**config.mk**
```make
export PLATFORM = sky130hd
export DESIGN_NAME = step_pulse_gen_multi
export DESIGN_NICKNAME = d
export VERILOG_FILES = /design/src/rtl/step_pulse_gen_multi.sv
export SDC_FILE = /design/constraint.sdc
export NUM_CORES = 1
export LEC_CHECK = 0
export CAP_MARGIN = 25
export CORE_ASPECT_RATIO = 1.4
export CORE_MARGIN = 8
export CORE_UTILIZATION = 40
export CTS_CLUSTER_SIZE = 10
export DETAILED_ROUTE_END_ITERATION = 7
export DONT_BUFFER_PORTS = 1
export HOLD_SLACK_MARGIN = 0.15
export PLACE_DENSITY = 0.56
export SETUP_SLACK_MARGIN = 0.5
export SKIP_LAST_GASP = 1
export SLEW_MARGIN = 20
export SYNTH_ARGS = -nofsm -noshare
export SYNTH_HDL_FRONTEND = slang
export SYNTH_SLANG_ARGS = --single-unit
```
**constraint.sdc**
```tcl
create_clock -name clk -period 7.32 [get_ports clk]
set_clock_uncertainty 0.2 [all_clocks]
set_input_delay 0.366 -clock clk [delete_from_list [all_inputs] [get_ports clk]]
set_output_delay 0.366 -clock clk [all_outputs]
set_load 0.01 [all_outputs]
```
**src/rtl/step_pulse_gen_multi.sv**
```systemverilog
// Step-strobe generator (exact phase accumulator) plus the 1 Hz / 0.5 Hz tracker timebase.
// Define HYBRID_MODE_EN to build the mode-11 hybrid rate sequencer; otherwise mode 11 selects rate 0.
module step_pulse_gen_multi #(
  parameter int CLK_HZ    = 100_000_000,
  parameter int RATE_W    = 8,
  parameter int RATE_WALK = 32,
  parameter int RATE_JOG  = 64,
  parameter int RATE_RUN  = 128
) (
  input  logic              clk,
  input  logic              rst,
  input  logic              start,
  input  logic [1:0]        mode,
  output logic              pulse,
  output logic              clk_1hz,
  output logic              clk_halfhz,
  output logic              tick_1hz,
  output logic [RATE_W-1:0] cur_rate
);

  localparam int CNT_W = $clog2(CLK_HZ);
  localparam int ACC_W = CNT_W + RATE_W;
  localparam logic [CNT_W-1:0] SEC_LAST = CNT_W'(CLK_HZ - 1);
  localparam logic [CNT_W-1:0] SEC_HALF = CNT_W'(CLK_HZ / 2);
  localparam logic [ACC_W-1:0] ACC_MOD  = ACC_W'(CLK_HZ);

  logic [CNT_W-1:0]  r_sec_cnt;
  logic              r_tick_1hz;
  logic              r_clk_1hz;
  logic              r_clk_halfhz;
  logic [ACC_W-1:0]  r_acc;
  logic              r_pulse;
  logic [RATE_W-1:0] r_cur_rate;
  logic [RATE_W-1:0] w_rate;
  logic [RATE_W-1:0] w_hyb_rate;
  logic [ACC_W-1:0]  w_acc_sum;
  logic              w_sec_wrap;

  assign w_sec_wrap = (r_sec_cnt == SEC_LAST);

  // Free-running timebase: independent of start and mode.
  always_ff @(posedge clk or posedge rst) begin
    if (rst) begin
      r_sec_cnt    <= '0;
      r_tick_1hz   <= 1'b0;
      r_clk_1hz    <= 1'b0;
      r_clk_halfhz <= 1'b0;
    end else begin
      r_sec_cnt  <= w_sec_wrap ? '0 : r_sec_cnt + 1'b1;
      r_tick_1hz <= w_sec_wrap;
      r_clk_1hz  <= (r_sec_cnt < SEC_HALF);
      if (w_sec_wrap)
        r_clk_halfhz <= ~r_clk_halfhz;
    end
  end

`ifdef HYBRID_MODE_EN
  logic [CNT_W-1:0] r_hyb_cnt;
  logic [3:0]       r_hyb_idx;
  logic             w_hyb_active;

  assign w_hyb_active = start && (mode == 2'b11);

  // Hybrid seconds are counted from mode entry, so both counters idle at 0 outside mode 11.
  always_ff @(posedge clk or posedge rst) begin
    if (rst) begin
      r_hyb_cnt <= '0;
      r_hyb_idx <= '0;
    end else if (!w_hyb_active) begin
      r_hyb_cnt <= '0;
      r_hyb_idx <= '0;
    end else if (r_hyb_cnt == SEC_LAST) begin
      r_hyb_cnt <= '0;
      if (r_hyb_idx != 4'd9)
        r_hyb_idx <= r_hyb_idx + 4'd1;
    end else begin
      r_hyb_cnt <= r_hyb_cnt + 1'b1;
    end
  end

  always_comb begin
    w_hyb_rate = RATE_W'(69);
    case (r_hyb_idx)
      4'd0:    w_hyb_rate = RATE_W'(20);
      4'd1:    w_hyb_rate = RATE_W'(33);
      4'd2:    w_hyb_rate = RATE_W'(66);
      4'd3:    w_hyb_rate = RATE_W'(27);
      4'd4:    w_hyb_rate = RATE_W'(70);
      4'd5:    w_hyb_rate = RATE_W'(30);
      4'd6:    w_hyb_rate = RATE_W'(19);
      4'd7:    w_hyb_rate = RATE_W'(30);
      4'd8:    w_hyb_rate = RATE_W'(33);
      default: w_hyb_rate = RATE_W'(69);
    endcase
  end
`else
  assign w_hyb_rate = '0;
`endif

  always_comb begin
    w_rate = '0;
    if (start) begin
      case (mode)
        2'b00:   w_rate = RATE_W'(RATE_WALK);
        2'b01:   w_rate = RATE_W'(RATE_JOG);
        2'b10:   w_rate = RATE_W'(RATE_RUN);
        default: w_rate = w_hyb_rate;
      endcase
    end
  end

  assign w_acc_sum = r_acc + {{CNT_W{1'b0}}, w_rate};

  // Phase accumulator keeps its residue across rate changes; only start=0 rewinds it.
  always_ff @(posedge clk or posedge rst) begin
    if (rst) begin
      r_acc      <= '0;
      r_pulse    <= 1'b0;
      r_cur_rate <= '0;
    end else begin
      r_cur_rate <= w_rate;
      if (!start) begin
        r_acc   <= '0;
        r_pulse <= 1'b0;
      end else if (w_acc_sum >= ACC_MOD) begin
        r_acc   <= w_acc_sum - ACC_MOD;
        r_pulse <= 1'b1;
      end else begin
        r_acc   <= w_acc_sum;
        r_pulse <= 1'b0;
      end
    end
  end

  assign pulse      = r_pulse;
  assign clk_1hz    = r_clk_1hz;
  assign clk_halfhz = r_clk_halfhz;
  assign tick_1hz   = r_tick_1hz;
  assign cur_rate   = r_cur_rate;

endmodule
```
==> impl_metrics.sql <==
INSERT INTO impl_metrics (metric_group, metric, value, unit) VALUES
('routing', 'initialDrtViolationCount', '226', ''),
('logic_synthesis', 'ys.flop_type', 'sky130_fd_sc_hd__dfrtp_1', ''),
('timing', 'report.final.slew_viol_count', '0', ''),
('logic_synthesis', 'synth_cell_types', '66', ''),
('layout', 'num-nets-final', '467', ''),
('critical_path', 'endpoint_kind', 'flop', ''),
('critical_path', 'path_max_fanout', '14', ''),
('min_path', 'hold_critical_path_depth', '1', ''),
('critical_path', 'cpMostUsedCell', 'sky130_fd_sc_hd__o211ai_1', ''),
('timing', 'slew_headroom', '44.4', '%'),
('logic_synthesis', 'yosys_warnings', '0', ''),
('logic_synthesis', 'synth_simple_gate_area_share', '27.6', '%'),
('power_and_ir_drop', 'power.total', '1.42', 'mW'),
('power_and_ir_drop', 'leakagePower', '2.00', 'nW'),
('job', 'maxCapViolations', '0', ''),
('floorplan', 'boundaryPins', '17', ''),
('min_path', 'holdCritStartpoint', 'r_sec_cnt[9]', ''),
('cts', 'clk_latency', '0.33', 'ns'),
('floorplan', 'die_w', '103', 'um'),
('routing', 'wl_per_cell', '16.6', 'um'),
('critical_path', 'worst_reg_to_reg_path_cell_count', '12', ''),
('critical_path', 'setup.worst_path.start_class', 'primary input', ''),
('layout', 'filler_cell_count', '1033', ''),
('routing', 'postRouteWirelength', '9.97', 'mm'),
('run_status', 'status', 'completed', ''),
('timing', 'finalHoldViolations', '0', ''),
('logic_synthesis', 'synth.ff_latch_count', '64', ''),
('layout', 'post_route_cells_drive_above_1_share', '7.61', '%'),
('logic_synthesis', 'async_flop_share', '100', '%'),
('logic_synthesis', 'synth_mux_area_share', '0.507', '%'),
('routing', 'drt_drc_violations_left', '0', ''),
('critical_path', 'worst_r2r_startpoint', 'r_acc[5]', ''),
('power_and_ir_drop', 'areal_power_density_over_the_cells', '309', 'nW/um^2'),
('cts', 'cts_post_setup_buffers_inserted', '0', ''),
('critical_path', 'crit_path_max_incr_delay', '0.57', 'ns'),
('timing', 'hold-worst-slack', '0.286', 'ns'),
('routing', 'final_antenna_net_count', '0', ''),
('floorplan', 'start_util', '40.8', '%'),
('routing', 'first_pass_iters', '4', ''),
('routing', 'routed_via_density', '5.52', ''),
('timing', 'final.period_utilization', '65.4', '%'),
('timing', 'tightestPinTransition', '0.834', 'ns'),
('floorplan', 'core_area', '10300', 'um^2'),
('timing', 'layout_min_cycle_time', '4.79', 'ns'),
('timing', 'setup_viol', '0', ''),
('cts', 'ctsResizeCount', '0', ''),
('timing', 'setup_tns', '0', 'ns'),
('cts', 'clock_slew_at_reported_path_ffs', '0.06', 'ns'),
('critical_path', 'critical_path.top_delay_family', 'simple AND/OR/NAND/NOR gates', ''),
('layout', 'seqCellArea', '1600', 'um^2'),
('logic_synthesis', 'synth_top_family_by_area', 'simple AND/OR/NAND/NOR gates', ''),
('critical_path', 'cp.buffers_inverters', '2', ''),
('placement', 'port_buffers', '0', ''),
('timing', 'grt_setup_unrepaired', 'false', ''),
('critical_path', 'critPathRequiredTime', '7.34', 'ns'),
('cts', 'cts_tree', 'done', ''),
('floorplan', 'die_height', '137', 'um'),
('logic_synthesis', 'synthAdderAreaFrac', '2.26', '%'),
('logic_synthesis', 'synth_area_in_compound_gates', '13.9', '%'),
('power_and_ir_drop', 'ir_worst_vdd', '0.120', 'mV'),
('cts', 'cts_buffer_depth', '2', ''),
('layout', 'multi_input_comb_area', '2450', 'um^2'),
('floorplan', 'dieArea', '14100', 'um^2'),
('logic_synthesis', 'avgSynthCellArea', '9.19', 'um^2'),
('layout', 'syn2layout_area_growth', '9.68', '%'),
('placement', 'gpl.final_weighted_congestion', '0.854', ''),
('critical_path', 'cp.arrival', '4.81', 'ns'),
('critical_path', 'worst-setup-path-type', 'primary input to flop', ''),
('global_route', 'antenna_found_initial', '1', ''),
('cts', 'holdBufCountCts', '5', ''),
('logic_synthesis', 'synthCells', '457', '');
## worst register-to-register path: cells and delay by family, from the launching register on
family | cells | cell delay (ns)
AND/OR/NAND/NOR | 5 | 1.90
buffers and inverters | 1 | 0.08
adder cells (fa/ha/maj) | 2 | 0.66
AO/OA/AOI/OAI | 4 | 0.90
flip-flops | 1 | 0.34
## worst max-delay path by stage
stage                       start   endpoint  slack, ns  cells after the start
after floorplan             start  r_acc[24]       3.20                     15
after global placement    mode[1]  r_acc[32]       2.89                     14
after detailed placement  mode[1]  r_acc[32]       2.79                     14
after CTS                   start  r_acc[32]       2.04                     13
after global routing      mode[0]  r_acc[32]       2.20                     14
final                     mode[0]  r_acc[32]       2.53                     14
## flip-flops by register name, summed over array words and instances, names as in the netlist
register,cells
clk_1hz,1
cur_rate,3
tick_1hz,1
clk_halfhz,1
r_acc,30
pulse,1
r_sec_cnt,27
## metrics by stage
stage	instance area, um^2	utilization, %	instances	setup slack, ns
global placement	4280	41.5	577	2.89
floorplan	4210	-	461	3.20
CTS	4610	44.8	598	2.04
global route	4610	44.7	599	2.20
finish	4610	44.7	599	2.53
detailed placement	4280	41.5	577	2.79
## synth_stat cells (all sizes together) (13+ instances only)
cell	count	area, um^2
nand3	26	130
nor3	13	65.1
nor2	34	128
nand4	17	113
nand2	34	128
xnor2	33	289
buf	17	101
dfrtp	64	1600
a21oi	22	110
xor2	32	280
and2	21	131
## kinds of logic after synthesis
family / after synthesis
compound gates: 81
xor+xnor: 65
fa+ha+maj: 7
buf+inv: 33
flops: 64
mux: 2
other cells: 1
simple gates: 204
## final cells by class
class | count | share of cell area, %
diodes | 1 | 0.0543
clock buffers | 10 | 5.19
clock inverters | 6 | 0.951
inverters | 8 | 0.652
multi-input cells | 364 | 53.2
flip-flops and latches | 64 | 34.8
well taps | 138 | 3.75
repair buffers | 8 | 1.47
## placed cells by master (no fill, tap or decap), types with 9 or more instances in the layout
cell	instances
sky130_fd_sc_hd__a21oi_1	22
sky130_fd_sc_hd__and2_1	21
sky130_fd_sc_hd__and3_1	12
sky130_fd_sc_hd__clkbuf_16	9
sky130_fd_sc_hd__dfrtp_1	64
sky130_fd_sc_hd__nand2_1	34
sky130_fd_sc_hd__nand3_1	26
sky130_fd_sc_hd__nand4_1	16
sky130_fd_sc_hd__nor2_1	34
sky130_fd_sc_hd__nor3_1	13
sky130_fd_sc_hd__o21ai_0	11
sky130_fd_sc_hd__xnor2_1	33
sky130_fd_sc_hd__xor2_1	32
## layer usage
layer  GRT usage (%)  share of wire (%)
met3            4.05                3.6
met1            16.5                 40
met5               0               0.13
met2            26.1                 52
met4            9.09                4.8
## power breakdown
group	leakage, nW	switching, mW	internal (mW)	total [mW]
Clock	0.139	0.162	0.239	0.402
Sequential	0.850	0.0866	0.410	0.497
Combinational	1.01	0.299	0.227	0.526
Note: power is estimated with default switching activity, not from simulation.
